**config.mk**
```make
export PLATFORM = sky130hd
export DESIGN_NAME = sad_min_select
export DESIGN_NICKNAME = d
export VERILOG_FILES = /design/src/rtl/me_pkg.sv /design/src/rtl/sad_row_adder.sv /design/src/rtl/sad_min_select.sv
export SDC_FILE = /design/constraint.sdc
export NUM_CORES = 1
export LEC_CHECK = 0
export BUFFER_PORTS_ARGS = -buffer_cell sky130_fd_sc_hd__buf_2
export CORE_MARGIN = 1.5
export CORE_UTILIZATION = 45
export DETAILED_ROUTE_END_ITERATION = 8
export GPL_TIMING_DRIVEN = 0
export MAX_ROUTING_LAYER = met4
export PLACE_DENSITY = 0.65
export SLEW_MARGIN = 20
export SYNTH_ARGS = -nofsm -noshare
export SYNTH_HDL_FRONTEND = slang
export SYNTH_HIERARCHICAL = 1
export SYNTH_SLANG_ARGS = --single-unit
```
**constraint.sdc**
```tcl
create_clock -name clk -period 2.86 [get_ports clk]
set_clock_uncertainty 0.1 [all_clocks]
set_input_delay 0.286 -clock clk [delete_from_list [all_inputs] [get_ports clk]]
set_output_delay 0.286 -clock clk [all_outputs]
set_load 0.02 [all_outputs]
```
**src/rtl/me_pkg.sv**
```systemverilog
// Shared constants and FSM state type for the integer motion-estimation datapath.
package me_pkg;

  localparam int unsigned DEF_PIXEL    = 8;
  localparam int unsigned DEF_NUM_PE   = 8;
  localparam int unsigned DEF_ROWS     = 8;
  localparam int unsigned DEF_NUM_CAND = 64;
  localparam int unsigned DEF_SAD_W    = DEF_PIXEL + $clog2(DEF_NUM_PE * DEF_ROWS);
  localparam int unsigned DEF_IDX_W    = $clog2(DEF_NUM_CAND);

  typedef enum logic [1:0] {
    IDLE,
    ACCUM,
    FLUSH
  } state_t;

endpackage

```
**src/rtl/sad_row_adder.sv**
```systemverilog
// Registered NUM_PE-input row adder with valid and sideband tag passthrough.
module sad_row_adder #(
  parameter int unsigned PIXEL  = 8,
  parameter int unsigned NUM_PE = 8,
  parameter int unsigned TAG_W  = 1,
  parameter int unsigned SUM_W  = PIXEL + $clog2(NUM_PE)
) (
  input  logic                    clk,
  input  logic                    rst_n,
  input  logic                    i_clr,
  input  logic                    i_valid,
  input  logic [NUM_PE*PIXEL-1:0] i_row,
  input  logic [TAG_W-1:0]        i_tag,
  output logic                    o_valid,
  output logic [SUM_W-1:0]        o_sum,
  output logic [TAG_W-1:0]        o_tag
);

  logic [SUM_W-1:0] w_sum;

  always_comb begin
    w_sum = '0;
    for (int unsigned i = 0; i < NUM_PE; i++) begin
      w_sum = w_sum + SUM_W'(i_row[i*PIXEL +: PIXEL]);
    end
  end

  always_ff @(posedge clk or negedge rst_n) begin
    if (!rst_n) begin
      o_valid <= 1'b0;
      o_sum   <= '0;
      o_tag   <= '0;
    end else begin
      o_valid <= i_valid & ~i_clr;
      if (i_valid) begin
        o_sum <= w_sum;
        o_tag <= i_tag;
      end
    end
  end

endmodule

```
**src/rtl/sad_min_select.sv**
```systemverilog
// Row-sum accumulation into candidate SADs with running minimum and index tracking.
module sad_min_select
  import me_pkg::*;
#(
  parameter int unsigned PIXEL    = DEF_PIXEL,
  parameter int unsigned NUM_PE   = DEF_NUM_PE,
  parameter int unsigned ROWS     = DEF_ROWS,
  parameter int unsigned NUM_CAND = DEF_NUM_CAND,
  parameter int unsigned SAD_W    = PIXEL + $clog2(NUM_PE * ROWS),
  parameter int unsigned IDX_W    = $clog2(NUM_CAND)
) (
  input  logic                    clk,
  input  logic                    rst_n,
  input  logic                    search_start,
  input  logic                    abs_valid,
  input  logic [NUM_PE*PIXEL-1:0] abs_row,
  output logic                    busy,
  output logic [SAD_W-1:0]        cand_sad,
  output logic                    cand_valid,
  output logic [SAD_W-1:0]        best_sad,
  output logic [IDX_W-1:0]        best_idx,
  output logic                    done
);

  localparam int unsigned ROW_W = (ROWS > 1) ? $clog2(ROWS) : 1;
  localparam int unsigned SUM_W = PIXEL + $clog2(NUM_PE);

  state_t           r_state;
  logic [ROW_W-1:0] r_row_cnt;
  logic [IDX_W-1:0] r_cand_cnt;
  logic             r_flush_cnt;
  logic [SAD_W-1:0] r_acc;
  logic             r_s2_last;
  logic [IDX_W-1:0] r_cmp_idx;

  logic             w_accept;
  logic             w_last_row;
  logic             w_last_cand;
  logic             w_s1_valid;
  logic [SUM_W-1:0] w_s1_sum;
  logic [1:0]       w_s1_tag;
  logic [SAD_W-1:0] w_acc_sum;

  assign w_accept    = (r_state == ACCUM) && abs_valid && !search_start;
  assign w_last_row  = (r_row_cnt == ROW_W'(ROWS - 1));
  assign w_last_cand = (r_cand_cnt == IDX_W'(NUM_CAND - 1));
  assign w_acc_sum   = r_acc + SAD_W'(w_s1_sum);

  // FSM: FLUSH lasts two cycles so IDLE/busy=0 lines up with done.
  always_ff @(posedge clk or negedge rst_n) begin
    if (!rst_n) begin
      r_state     <= IDLE;
      r_row_cnt   <= '0;
      r_cand_cnt  <= '0;
      r_flush_cnt <= 1'b0;
      busy        <= 1'b0;
    end else if (search_start) begin
      r_state     <= ACCUM;
      r_row_cnt   <= '0;
      r_cand_cnt  <= '0;
      r_flush_cnt <= 1'b0;
      busy        <= 1'b1;
    end else begin
      case (r_state)
        ACCUM: begin
          if (w_accept) begin
            if (w_last_row) begin
              r_row_cnt  <= '0;
              r_cand_cnt <= r_cand_cnt + IDX_W'(1);
              if (w_last_cand) r_state <= FLUSH;
            end else begin
              r_row_cnt <= r_row_cnt + ROW_W'(1);
            end
          end
        end
        FLUSH: begin
          r_flush_cnt <= 1'b1;
          if (r_flush_cnt) begin
            r_state     <= IDLE;
            r_flush_cnt <= 1'b0;
            busy        <= 1'b0;
          end
        end
        default: ;
      endcase
    end
  end

  // Tag bit 1: last row of a candidate; bit 0: last row of the last candidate.
  sad_row_adder #(
    .PIXEL (PIXEL),
    .NUM_PE(NUM_PE),
    .TAG_W (2),
    .SUM_W (SUM_W)
  ) u_row_adder (
    .clk    (clk),
    .rst_n  (rst_n),
    .i_clr  (search_start),
    .i_valid(w_accept),
    .i_row  (abs_row),
    .i_tag  ({w_last_row, w_last_row & w_last_cand}),
    .o_valid(w_s1_valid),
    .o_sum  (w_s1_sum),
    .o_tag  (w_s1_tag)
  );

  always_ff @(posedge clk or negedge rst_n) begin
    if (!rst_n) begin
      r_acc      <= '0;
      cand_sad   <= '0;
      cand_valid <= 1'b0;
      r_s2_last  <= 1'b0;
    end else begin
      cand_valid <= 1'b0;
      r_s2_last  <= 1'b0;
      if (search_start) begin
        r_acc <= '0;
      end else if (w_s1_valid) begin
        if (w_s1_tag[1]) begin
          cand_sad   <= w_acc_sum;
          cand_valid <= 1'b1;
          r_s2_last  <= w_s1_tag[0];
          r_acc      <= '0;
        end else begin
          r_acc <= w_acc_sum;
        end
      end
    end
  end

  always_ff @(posedge clk or negedge rst_n) begin
    if (!rst_n) begin
      best_sad  <= '0;
      best_idx  <= '0;
      r_cmp_idx <= '0;
      done      <= 1'b0;
    end else begin
      done <= 1'b0;
      if (search_start) begin
        best_sad  <= '1;
        best_idx  <= '0;
        r_cmp_idx <= '0;
      end else if (cand_valid) begin
        r_cmp_idx <= r_cmp_idx + IDX_W'(1);
        done      <= r_s2_last;
        if (cand_sad < best_sad) begin
          best_sad <= cand_sad;
          best_idx <= r_cmp_idx;
        end
      end
    end
  end

endmodule
```
==> results.md <==
- The number of vias per cell is 4.87.
- The share of total power dissipated in combinational logic is 0.581.
- Counting I/O delays and the setup requirement, the final critical path takes 3570 ps.
- The detailed route wirelength on metal3 is 379 um.
- The initial standard-cell utilization of the core is 0.461.
- The finished cells cover 7470 um^2.
- For this design the top-level I/O count stands at 105.
- The depth of the most critical reg-to-reg path is 8.
- In this run, placement finished with an instance count of 911.
- The placed instances occupy a cell area of 6960 um^2.
- Of the total power, registers draw 0.228.
- Before antenna repair, the detailed router went through 4 iterations.
- In this run the tool buffered the top-level ports with 104 buffer cells.
- The number of global-route vias before repair was 4615.
- The overall overflow remaining after global route is 0.
- Measured along the x axis, the die boundary spans 119 um.
- TritonCTS created 9 clock buffers.
- The routability congestion estimate is 0.826.
- The clock edge transition at the registers on the reported setup and hold paths is 60 ps.
- The setup slack at placement is -1100 ps.
- The number of max-cap violations is 0.
- The number of placement rows is 42.
- In this run the critical register-to-register path is captured at cand_sad[8].
- In this run, synthesis produced a sequential element count of 84.
- The power per unit of standard cell area is 808 nW/um^2.
- Setup repair after global routing could not meet its margin everywhere.
- For this run, the register share of the synthesized area comes to 0.345.
- The die area is 14300 um^2.
- The clock sink count is 84.
- The analysis attributes to cell leakage a power of 3.85 nW.
- The worst vdd rail ir drop is 0.440 mV.
- From synthesis to final layout, the design area changed by 22.4%.
- The sort of element at the start of the critical path is an input port.
- The average instance in the mapped netlist occupies 9.68 um^2.
- Headroom to the max-slew limit came out at 0.636.
- Among all flip-flop cells after synthesis, the most frequent one is sky130_fd_sc_hd__dfrtp_1.
- The critical path is of the input port to register type.
- The worst min-delay path category is input port to register.
- The area inside the core boundary is 13200 um^2.
- Detailed placement finished with a half-perimeter wire length of 9410 um.
- The flow ran to the end, but the final reports show violations.
- The number of nets in the final layout is 912.
- The global-route wire length before repair is 20300 um.
- In the routed design, unresolved DRC markers number 0.
- Counting every instance in the synthesized netlist gives 630.
- Detailed routing inserted a total of 4568 vias.
- The count of flip-flops with a built-in enable after synthesis is 0.
- The total track usage is 0.182.
- The timing startpoint of the critical path is abs_row[2].
- The maximum clock frequency is 0.280 GHz.
- The max-slew violation total from the final report was 0.
- Clock tree synthesis selected as its root buffer the cell sky130_fd_sc_hd__clkbuf_16.
- The routed length on met2 is 5880 um.
- The count of nets left with antenna violations after detail routing is 0.
- The startpoint of the lowest-slack register-to-register path is r_acc[0].
- The height of the die is 119 um.
- Of the available clock period, the critical path in the final layout requires 1.25.
- The slack of the critical path is -713 ps.
- The worst hold path was traced through 2 stages.
- STA classifies the critical path endpoint as a register.
- Data on the critical path is required at its endpoint by 2980 ps.
- The H-tree depth reported by CTS is 3.
- STA puts the critical path data arrival time at 3700 ps.
- The wire length on met1 is 5240 um.
- The mapped netlist covers 6100 um^2.
- In the final layout, the share of cells above drive strength 1 is 0.255.
- Summed over all nets, the switching power comes to 2.26 mW.
- The minimum setup slack among reg-to-reg paths is 420 ps.
- The final-report hold violation count is 0.
- 0 antenna diodes ended up in the layout.
- The net switching share of the total power is 0.375.
- The final reports fail on setup timing.
- The clock group share of total power is 0.191.
- The maximum number of buffers from clock root to sink is 2.
- The CTS tree is done.
- The transition time at the pin with the least slew margin is 546 ps.
- The first-iteration detailed-routing DRC count is 239.
- Dividing the detail-routed wire length by the instance count gives 12.5 um.
- The number of standard cells in the layout, taps in and fillers out is 938.
- The total nets after synthesis is 785.
- The proportion of register bits with asynchronous set or reset after synthesis is 1.00.
- After detailed routing, the total wire length is 11700 um.
- The initial antenna violation count came to 0.
- The clock reaches the later pin of the worst-skew pair after 340 ps.
- Setup violations remaining at the end of the flow were counted as 8.
- In this run the worst path has a maximum fanout of 3.
- The end point of the critical path is u_row_adder/o_sum[10].
- The count of warnings emitted by yosys is 6.
- The internal power component is 3.77 mW.
- Entering global routing, the biggest net connects 47 pins.
- The number of different library cells used by synthesis comes to 53.
- The highest layer touched by signal routing is met4.
==> worst min path at each step <==
stage                       startpoint             endpoint  slack, ps
after detailed placement         rst_n        r_cand_cnt[2]        200
after global placement            busy                 busy        350
after global routing      search_start  u_row_adder/o_valid         80
final                     search_start  u_row_adder/o_valid         80
after CTS                 search_start  u_row_adder/o_valid         60
after floorplan                  rst_n          best_idx[0]       -110
==> kinds of logic (layout without fill, tap and decap cells) <==
family                   after synthesis  after routing  share of synthesized area
AND/OR/NAND/NOR                      154            154                      0.121
buffers and inverters                150            282                     0.0958
AO/OA/AOI/OAI                         95             95                      0.106
adder cells (fa/ha/maj)               87             87                      0.238
flip-flops                            84             84                      0.345
multiplexers                          36             36                     0.0611
XOR/XNOR                              24             24                     0.0345
==> metal layers <==
layer,global-route usage,up-vias
li1,-,2268
met5,-,-
met1,0.215,2195
met3,0.0268,13
met4,0.0662,0
met2,0.316,92
==> final cells by class <==
cell class	instances	area, um^2
clock inverters	3	46.3
well taps	176	220
repair buffers	116	686
fillers	1202	5780
inverters	132	505
plain buffers	18	88.8
clock buffers	13	250
flip-flops and latches	84	2100
multi-input cells	396	3570
==> synth_stat cells, drive strengths merged, types with 11 or more instances <==
master  instances  area [um^2]
inv           131          492
ha             39          488
clkbuf         12         46.3
a21oi          27          143
nand2b         12         75.1
nor2           57          214
xnor2          14          123
nand2          42          158
dfrtp          84         2100
mux2i          26          260
fa             48          961
o21ai          29          153
a21o           11         85.1
==> layout by cell type (no fill, tap or decap), types with 4 or more instances in the layout <==
master	netlist	final
sky130_fd_sc_hd__nor2b_1	6	6
sky130_fd_sc_hd__a21oi_1	25	24
sky130_fd_sc_hd__mux2i_1	26	26
sky130_fd_sc_hd__nand2_1	42	42
sky130_fd_sc_hd__o22ai_1	4	4
sky130_fd_sc_hd__nand3_1	6	5
sky130_fd_sc_hd__a211oi_2	3	4
sky130_fd_sc_hd__buf_6	2	10
sky130_fd_sc_hd__xnor2_1	14	13
sky130_fd_sc_hd__o21ai_0	20	20
sky130_fd_sc_hd__a21o_1	9	9
sky130_fd_sc_hd__xor2_1	10	10
sky130_fd_sc_hd__inv_1	131	114
sky130_fd_sc_hd__nand4_1	6	6
sky130_fd_sc_hd__nand3b_1	5	5
sky130_fd_sc_hd__nor2_1	57	57
sky130_fd_sc_hd__a22o_1	8	8
sky130_fd_sc_hd__fa_1	48	45
sky130_fd_sc_hd__ha_1	39	33
sky130_fd_sc_hd__mux2_2	10	8
sky130_fd_sc_hd__o21ai_1	7	7
sky130_fd_sc_hd__buf_4	0	7
sky130_fd_sc_hd__clkbuf_1	11	14
sky130_fd_sc_hd__clkbuf_16	0	9
sky130_fd_sc_hd__buf_2	4	102
sky130_fd_sc_hd__ha_4	0	6
sky130_fd_sc_hd__inv_2	0	15
sky130_fd_sc_hd__dfrtp_1	84	84
sky130_fd_sc_hd__nand2b_1	12	12
==> metrics by stage <==
step | power, mW | util | hold WS [ps] | TNS, ps
after detailed placement | 4.15 | 0.526 | 200 | -7990
after CTS | 5.51 | 0.553 | 63.3 | -4500
final | 6.03 | 0.564 | 75.3 | -4180
after floorplan | 3.62 | - | -110 | -5680
after global placement | 4.06 | 0.523 | 354 | -7790
after global routing | 6.53 | 0.564 | 78.5 | -4950
==> state kept, by name, summed over array words and instances (netlist names) <==
signal / cells
cand_sad: 14
r_flush_cnt: 1
r_state: 2
r_cand_cnt: 6
r_cmp_idx: 6
busy: 1
done: 1
cand_valid: 1
u_row_adder/o_tag: 2
best_sad: 14
u_row_adder/o_sum: 11
u_row_adder/o_valid: 1
best_idx: 6
r_row_cnt: 3
r_acc: 14
r_s2_last: 1
==> worst max-delay path: stages <==
cell,delay (ps)
sky130_fd_sc_hd__buf_6,70
sky130_fd_sc_hd__inv_2,30
sky130_fd_sc_hd__fa_1,540
sky130_fd_sc_hd__inv_2,40
sky130_fd_sc_hd__fa_1,480
sky130_fd_sc_hd__fa_1,490
sky130_fd_sc_hd__inv_1,50
sky130_fd_sc_hd__fa_1,480
sky130_fd_sc_hd__inv_2,40
sky130_fd_sc_hd__ha_4,160
sky130_fd_sc_hd__fa_2,400
sky130_fd_sc_hd__a211oi_2,290
sky130_fd_sc_hd__o21bai_2,110
sky130_fd_sc_hd__o21ai_1,150
sky130_fd_sc_hd__a21oi_1,80
==> power groups by stage <==
stage                     sequential (mW)  combinational (mW)  clock (mW)
after floorplan                      1.37                2.25           0
after global placement               1.40                2.66           0
after detailed placement             1.40                2.75           0
after CTS                            1.38                2.94        1.18
after global routing                 1.39                3.91        1.23
final                                1.38                3.50        1.15
==> timing repair <==
| action | in CTS | in global routing |
|---|---|---|
| resized for setup | 10 | 28 |
| endpoints found under the hold margin | 38 | 0 |
| endpoints found under the setup margin | 9 | 9 |
| pin swaps | 9 | 34 |
| setup buffers | 3 | 7 |
| hold buffers | 1 | 0 |
No activity file was read; power rests on OpenSTA's default activity.
